`config.mk`:
```
export PLATFORM = sky130hd
export DESIGN_NAME = hazard_ctrl_flat
export DESIGN_NICKNAME = d
export VERILOG_FILES = /design/src/rtl/hazard_ctrl_if.sv /design/src/rtl/hazard_ctrl.sv /design/src/flat_wrapper.sv
export SDC_FILE = /design/constraint.sdc
export NUM_CORES = 1
export LEC_CHECK = 0
export CAP_MARGIN = 0
export CORE_MARGIN = 1
export CORE_UTILIZATION = 47
export CTS_BUF_LIST = sky130_fd_sc_hd__clkbuf_8
export CTS_CLUSTER_DIAMETER = 100
export DETAILED_ROUTE_END_ITERATION = 10
export PLACE_DENSITY = 0.81
export SYNTH_ARGS = -nofsm -noshare
export SYNTH_HDL_FRONTEND = slang
export SYNTH_SLANG_ARGS = --single-unit
export TNS_END_PERCENT = 100
```
`constraint.sdc`:
```
create_clock -name clk -period 1.7 [get_ports clk]
set_input_delay 0.255 -clock clk [delete_from_list [all_inputs] [get_ports clk]]
set_output_delay 0.255 -clock clk [all_outputs]
set_load 0.02 [all_outputs]
```
`src/rtl/hazard_ctrl_if.sv`:
```
// hazard_ctrl_if
//   Bundles the decode-side request and the hazard controller's verdict so the
//   controller and its pipeline neighbours share one connection point.
//
//   Decode -> controller : id_valid, id_rs, id_rt, id_rs_used, id_rt_used,
//                          id_wr_en, id_rd, id_is_load, br_taken
//   Controller -> pipe   : issue, stall, flush, fwd_rs, fwd_rt
//
//   master modport : the pipeline side that presents the decoded instruction
//   slave modport  : the hazard controller itself
interface hazard_ctrl_if #(
  parameter int REG_AW = 5
);
  logic              id_valid;
  logic [REG_AW-1:0] id_rs;
  logic [REG_AW-1:0] id_rt;
  logic              id_rs_used;
  logic              id_rt_used;
  logic              id_wr_en;
  logic [REG_AW-1:0] id_rd;
  logic              id_is_load;
  logic              br_taken;
  logic              issue;
  logic              stall;
  logic              flush;
  logic [1:0]        fwd_rs;
  logic [1:0]        fwd_rt;

  modport master (
    output id_valid, id_rs, id_rt, id_rs_used, id_rt_used,
           id_wr_en, id_rd, id_is_load, br_taken,
    input  issue, stall, flush, fwd_rs, fwd_rt
  );

  modport slave (
    input  id_valid, id_rs, id_rt, id_rs_used, id_rt_used,
           id_wr_en, id_rd, id_is_load, br_taken,
    output issue, stall, flush, fwd_rs, fwd_rt
  );
endinterface

```
`src/rtl/hazard_ctrl.sv`:
```
// hazard_ctrl
//   Central hazard sequencer between decode and EX. Tracks the register
//   writers currently in EX, MEM and WB (slots s1, s2, s3) and decides each
//   cycle whether the decoded instruction issues, stalls or is flushed. In the
//   forwarding build it also drives the EX operand forwarding selects.
//
//   Ports:
//     clk  : pipeline clock, all state moves on the rising edge
//     rst  : synchronous active-high reset; forces every output low and
//            empties the scoreboard at the edge
//     bus  : hazard_ctrl_if.slave carrying the decoded instruction fields,
//            br_taken, and the issue/stall/flush/fwd_rs/fwd_rt results
//
//   Build option:
//     PIPE_FWD_EN defined   -> forwarding build, only load-use stalls
//     PIPE_FWD_EN undefined -> interlock-only build, any in-flight matching
//                              writer stalls and both forward selects are 0
module hazard_ctrl #(
  parameter int REG_AW = 5
) (
  input  logic         clk,
  input  logic         rst,
  hazard_ctrl_if.slave bus
);

  // Index 0 = s1 (EX), 1 = s2 (MEM), 2 = s3 (WB)
  logic [2:0]        slotValid_q;
  logic [REG_AW-1:0] slotRd_q [3];
  logic              s1Valid_d;
  logic [REG_AW-1:0] s1Rd_d;

  logic [2:0] matchRs;
  logic [2:0] matchRt;
  logic       hazard;
  logic       issueW;
  logic       stallW;
  logic       flushW;

`ifdef PIPE_FWD_EN
  // Only the EX-stage load flag is ever consulted: once a load reaches MEM its
  // data can be forwarded, so older load flags carry no information.
  logic s1Load_q;
  logic s1Load_d;

  // Youngest matching slot wins.
  function automatic logic [1:0] pickSrc(input logic [2:0] m);
    if (m[0])      return 2'd1;
    else if (m[1]) return 2'd2;
    else if (m[2]) return 2'd3;
    else           return 2'd0;
  endfunction
`endif

  always_comb begin
    matchRs = '0;
    matchRt = '0;
    for (int n = 0; n < 3; n++) begin
      matchRs[n] = bus.id_rs_used && (bus.id_rs != '0) &&
                   slotValid_q[n] && (slotRd_q[n] == bus.id_rs);
      matchRt[n] = bus.id_rt_used && (bus.id_rt != '0) &&
                   slotValid_q[n] && (slotRd_q[n] == bus.id_rt);
    end
  end

`ifdef PIPE_FWD_EN
  assign hazard = s1Load_q && (matchRs[0] || matchRt[0]);
`else
  assign hazard = (|matchRs) || (|matchRt);
`endif

  // Reset masks everything; a taken branch overrides any hazard so the
  // wrong-path instruction is dropped rather than held.
  assign flushW = !rst && bus.br_taken;
  assign issueW = !rst && bus.id_valid && !hazard && !bus.br_taken;
  assign stallW = !rst && bus.id_valid &&  hazard && !bus.br_taken;

  assign bus.issue = issueW;
  assign bus.stall = stallW;
  assign bus.flush = flushW;

`ifdef PIPE_FWD_EN
  assign bus.fwd_rs = issueW ? pickSrc(matchRs) : 2'd0;
  assign bus.fwd_rt = issueW ? pickSrc(matchRt) : 2'd0;
`else
  logic unusedLoad;
  assign unusedLoad = bus.id_is_load;
  assign bus.fwd_rs = 2'd0;
  assign bus.fwd_rt = 2'd0;
`endif

  // A stalled or flushed cycle pushes a bubble into EX. Writes to r0 are
  // recorded as invalid so they can never create a dependency.
  always_comb begin
    s1Valid_d = 1'b0;
    s1Rd_d    = '0;
    if (issueW) begin
      s1Valid_d = bus.id_wr_en && (bus.id_rd != '0);
      s1Rd_d    = bus.id_rd;
    end
  end

`ifdef PIPE_FWD_EN
  always_comb begin
    s1Load_d = 1'b0;
    if (issueW) begin
      s1Load_d = bus.id_is_load;
    end
  end

  always_ff @(posedge clk) begin
    if (rst) begin
      s1Load_q <= 1'b0;
    end else begin
      s1Load_q <= s1Load_d;
    end
  end
`endif

  // Scoreboard shift: EX -> MEM -> WB every cycle, new entry into EX.
  always_ff @(posedge clk) begin
    if (rst) begin
      slotValid_q <= '0;
      for (int n = 0; n < 3; n++) begin
        slotRd_q[n] <= '0;
      end
    end else begin
      slotValid_q <= {slotValid_q[1:0], s1Valid_d};
      slotRd_q[2] <= slotRd_q[1];
      slotRd_q[1] <= slotRd_q[0];
      slotRd_q[0] <= s1Rd_d;
    end
  end

endmodule

```
`src/flat_wrapper.sv`:
```
// flat-port wrapper written by rule: the top's interface ports become plain ports
module hazard_ctrl_flat 
#(
  parameter int REG_AW = 5
)
  (clk, rst, bus_id_valid, bus_id_rs, bus_id_rt, bus_id_rs_used, bus_id_rt_used, bus_id_wr_en, bus_id_rd, bus_id_is_load, bus_br_taken, bus_issue, bus_stall, bus_flush, bus_fwd_rs, bus_fwd_rt);
  hazard_ctrl_if #(.REG_AW(REG_AW)) bus_i ();
  input  logic clk;
  input  logic rst;
  input wire logic [$bits(bus_i.id_valid)-1:0] bus_id_valid;
  input wire logic [$bits(bus_i.id_rs)-1:0] bus_id_rs;
  input wire logic [$bits(bus_i.id_rt)-1:0] bus_id_rt;
  input wire logic [$bits(bus_i.id_rs_used)-1:0] bus_id_rs_used;
  input wire logic [$bits(bus_i.id_rt_used)-1:0] bus_id_rt_used;
  input wire logic [$bits(bus_i.id_wr_en)-1:0] bus_id_wr_en;
  input wire logic [$bits(bus_i.id_rd)-1:0] bus_id_rd;
  input wire logic [$bits(bus_i.id_is_load)-1:0] bus_id_is_load;
  input wire logic [$bits(bus_i.br_taken)-1:0] bus_br_taken;
  output wire logic [$bits(bus_i.issue)-1:0] bus_issue;
  output wire logic [$bits(bus_i.stall)-1:0] bus_stall;
  output wire logic [$bits(bus_i.flush)-1:0] bus_flush;
  output wire logic [$bits(bus_i.fwd_rs)-1:0] bus_fwd_rs;
  output wire logic [$bits(bus_i.fwd_rt)-1:0] bus_fwd_rt;
  assign bus_i.id_valid = bus_id_valid;
  assign bus_i.id_rs = bus_id_rs;
  assign bus_i.id_rt = bus_id_rt;
  assign bus_i.id_rs_used = bus_id_rs_used;
  assign bus_i.id_rt_used = bus_id_rt_used;
  assign bus_i.id_wr_en = bus_id_wr_en;
  assign bus_i.id_rd = bus_id_rd;
  assign bus_i.id_is_load = bus_id_is_load;
  assign bus_i.br_taken = bus_br_taken;
  assign bus_issue = bus_i.issue;
  assign bus_stall = bus_i.stall;
  assign bus_flush = bus_i.flush;
  assign bus_fwd_rs = bus_i.fwd_rs;
  assign bus_fwd_rt = bus_i.fwd_rt;
  hazard_ctrl #(.REG_AW(REG_AW)) u_core (.clk(clk), .rst(rst), .bus(bus_i));
endmodule
```
# Word-level counts from Yosys, hierarchy flattened

Memory sizes are Yosys's and may differ from the RTL's.
Index checks and enable logic that the tools add are counted.

Bits in registers: 3
Input bits: 23
Output and inout bits: 7
Word-level logic and storage cells: 51
Bits in writable memories: 15
Memories: 1

Reductions and logical operators: 31
Eq/ne operators: 6
Muxes and demuxes: 7
Bitwise gates (word level): 4

Memories:

| memory          | words | width | rd ports | clocked after Yosys merged registers in | write ports | line              | text |
|---|---|---|---|---|---|---|---|
| u_core.slotRd_q | 3     | 5     | 3        | 0                                       | 3           | hazard_ctrl.sv:28 | `logic [REG_AW-1:0] slotRd_q [3];` |

Operators with widths:

| cell                | number |
|---|---|
| equality test 5 bit | 6 |
| logical AND 1 bit   | 21 |
| 2-to-1 mux 5 bit    | 4 |
| nonzero test 5 bit  | 3 |
| OR reduction 3 bit  | 2 |
| logical NOT 1 bit   | 3 |
| 2-to-1 mux 1 bit    | 3 |
| OR 1 bit            | 3 |
| OR reduction 2 bit  | 1 |
| logical OR 1 bit    | 1 |
| NOT 1 bit           | 1 |

# Logic depth before layout (Yosys ltp)

Depth in word-level cells: 11
Depth in mapped cells: 6
Mapped depth without buffers: 6

# Worst setup path after synthesis

No wires, ideal clock.

Path kind: register to output
Start: memory u_core.slotRd_q[0][4]
End: output bus_stall
Cell stages (with the launch flop): 7
Slack: 0.029 ns
Arrival: 1.416 ns
Data required time: 1.445 ns
Path buffers: 0
Cell sequence: dfxtp_1 xor2_1 nor4_1 nand3_1 a31oi_1 nor2_2 nor2b_1

RTL lines:

| item               | line               | text |
|---|---|---|
| start: declaration | hazard_ctrl.sv:28  |  |
| end: declaration   | flat_wrapper.sv:20 | `output wire logic [$bits(bus_i.stall)-1:0] bus_stall;` |

==> key figures <==
Critical path
  • Startpoint Class: flop
  • Worst EP arrival: 1.77 ns
  • Crit path cell chain: xor2_1, nor4_1, nand3_1, a31oi_1, nor2_2, and2_4, buf_6
  • WP buf/inv: 1
  • Crit path to: bus_issue
  • Worst reg2reg startpoint: u_core.slotRd_q[0][4]
  • Crit. path cell count: 7
  • CP peak stage delay: 0.34 ns
  • Crit end category: primary output
  • CP max-delay cell: dfxtp_2
  • CP Max Fanout: 4
  • R2R depth: 8
  • Worst Path Required: 1.44 ns
  • CP delay by family, top: simple AND/OR/NAND/NOR gates
  • R2r endpoint: u_core.slotRd_q[0][0]
  • Setup slack, reg-to-reg: -0.06 ns
  • CP Launch Point: u_core.slotRd_q[0][4]
  • CP Class: reg -> out

Route
  • DR iter-0 viols: 5
  • Antenna viol nets, final: 0
  • Pre-antenna DRT Iters: 4
  • Final WL: 2090 microns
  • Total number of vias: 803
  • Vias per cell: 4.99
  • # DRC: 0
  • Routed WL per cell: 13.0 microns

Global routing
  • Congestion Overflow GR: 0
  • Pin count of the biggest net entering global routing: 14
  • Initial antenna violation count: 0
  • Via count of the first global-routing pass: 819
  • Total GRT Usage: 0.231
  • Global-route wire length before repair: 3420 microns

Timing
  • Hold_ws: 0.490 ns
  • Final min period: 2.03 ns
  • Clock Skew: 0.00105 ns
  • Fin worst setup slack: -0.327 ns
  • Crit share post-route: 1.19
  • Final Hold Fails: 0
  • Achievable Freq: 493 MHz
  • RSZ-0062 raised after global routing: true
  • Setup violators final: 7
  • Max-slew violation count: 0
  • Post-route setup TNS: -0.786 ns

Power and ir drop
  • Pleak: 0.000602 uW
  • Power Dens Cells: 681 mW/mm^2
  • Max VDD drop: 0.553 mV

Logic synthesis
  • Synth top area share: 0.390
  • Flops & latches, synth: 18
  • Part of the Yosys area used for sequential elements: 0.390
  • Largest cells by area after synthesis: dfxtp_1 39%, xor2_1 23%, nor2b_1 9.5%
  • Most numerous cell in the Yosys netlist: xor2_1
  • Syn Inst Count: 96
  • Synth Flop Type: dfxtp_1
  • EDFF count, synth: 0
  • Asr flop ratio synth: 0
  • Unique masters post-synth: 18
  • Synth Area per Inst: 9.62 sq um
  • Synth top cells by count: 24 x xor2_1, 18 x dfxtp_1, 14 x nor2b_1
  • Post-synthesis cell area: 923 sq um
  • Yosys warnings: 0
  • Post-synth top area cell: dfxtp_1

Clocking
  • Clk slew on worst S/H paths: 0.06 ns
  • TritonCTS Buffers: 3
  • CTS tree: yes
  • Clk buf depth: 2
  • Number of H-tree levels: 1
  • CTS sink cnt: 18
  • Worst-Skew Late Latency: 0.25 ns
  • Clk root buf: clkbuf_8

Hold path
  • HP Class: reg -> reg
  • WHS Path Cells: 1

Die
  • IO Pins: 30
  • Core area: 0.00178 sq mm
  • Height of the die: 46.3 microns
  • Total Die Area: 0.00215 sq mm
  • # rows: 15
  • Die Width: 46.3 microns
  • Initial Util: 0.518

Cells and area
  • Number of diodes: 0
  • Nets: 160
  • Finished Core Util: 0.768
  • Area of the multi-input gates: 577 sq um
  • Area Growth Syn to Fin: 48.4%
  • Layout cells sized above 1: 0.257
  • Fillers: 126
  • Reg area: 365 sq um

Status
  • Status: finished with violations
  • Failing checks: negative setup slack

Placed design
  • GPL Wtd Cong: 0.792
  • Port buffer count: 24
  • Detailed Place HPWL: 1600 microns

Job
  • Max-Cap Viols: 0
## state kept, by name, summed over array words and instances, names as in the netlist
signal,flops
u_core.slotRd_q,15
u_core.slotValid_q,3
## report_power, final
group | internal (uW) | switching [uW] | total, uW
registers | 430 | 7.06 | 437
clock network | 206 | 135 | 340
logic | 86.7 | 68.8 | 155
total | 722 | 211 | 933
## cells in the final DEF, fill, tap and decap left out, types with 2 or more instances in the layout
cell type        instances
a31oi_1                  2
and3_4                   4
nor2b_1                 14
xnor2_1                  6
clkbuf_8                 4
buf_4                   12
conb_1                   4
or4_1                    2
clkdlybuf4s50_1         11
nor4_1                   5
xor2_1                  24
dfxtp_1                 14
dfxtp_2                  4
buf_6                    4
dlygate4sd2_1            8
nand3_1                  6
## timing repair
| item | 4_1_cts | 5_1_grt |
|---|---|---|
| gates cloned | 0 | 0 |
| pin swaps | 11 | 11 |
| buffers inserted | 0 | 1 |
| hold buffers | 0 | 0 |
| resized for setup | 35 | 8 |
| endpoints found under the setup margin | 9 | 7 |
## cells by family (layout without fill, tap and decap cells)
kind of cell    after synthesis  in the layout  share of synthesized area
compound gates                5              5                     0.0366
xor+xnor                     30             30                      0.285
buf+inv                       5             42                     0.0366
flops                        18             18                      0.390
other cells                   1              4                    0.00406
simple gates                 37             37                      0.248
## cell type report
class                   count  share of cell area
multi-input cells          76               0.421
clock buffers               4              0.0402
flip-flops and latches     18               0.267
well taps                  25              0.0228
repair buffers             38               0.249
## per-stage QoR
| step | cells | setup WS, ns | cell area, sq um | total power, uW |
|---|---|---|---|---|
| finish | 161 | -0.327 | 1370 | 933 |
| global route | 161 | -0.432 | 1370 | 968 |
| CTS | 160 | -0.327 | 1340 | 936 |
| detailed placement | 156 | -1.07 | 1270 | 599 |
| global placement | 156 | -1.03 | 1270 | 596 |
| floorplan | 99 | 0.0292 | 935 | 511 |
## metal layers
layer	global-route usage	wire (microns)	part of all wire
met2	0.419	1070	0.51
met5	0	0	0
met4	0.106	30	0.014
met3	0.0235	94	0.045
met1	0.267	892	0.43
## worst min-delay path by stage
| stage | from | endpoint | slack (ns) |
|---|---|---|---|
| CTS | u_core.slotValid_q[1] | u_core.slotValid_q[2] | 0.49 |
| finish | u_core.slotValid_q[1] | u_core.slotValid_q[2] | 0.49 |
| detailed placement | u_core.slotValid_q[0] | u_core.slotValid_q[1] | 0.48 |
| global placement | u_core.slotValid_q[1] | u_core.slotValid_q[2] | 0.48 |
| floorplan | rst | u_core.slotRd_q[0][14] | 0.33 |
| global route | u_core.slotValid_q[0] | u_core.slotValid_q[1] | 0.50 |
Note: power is estimated with default switching activity, not from simulation.
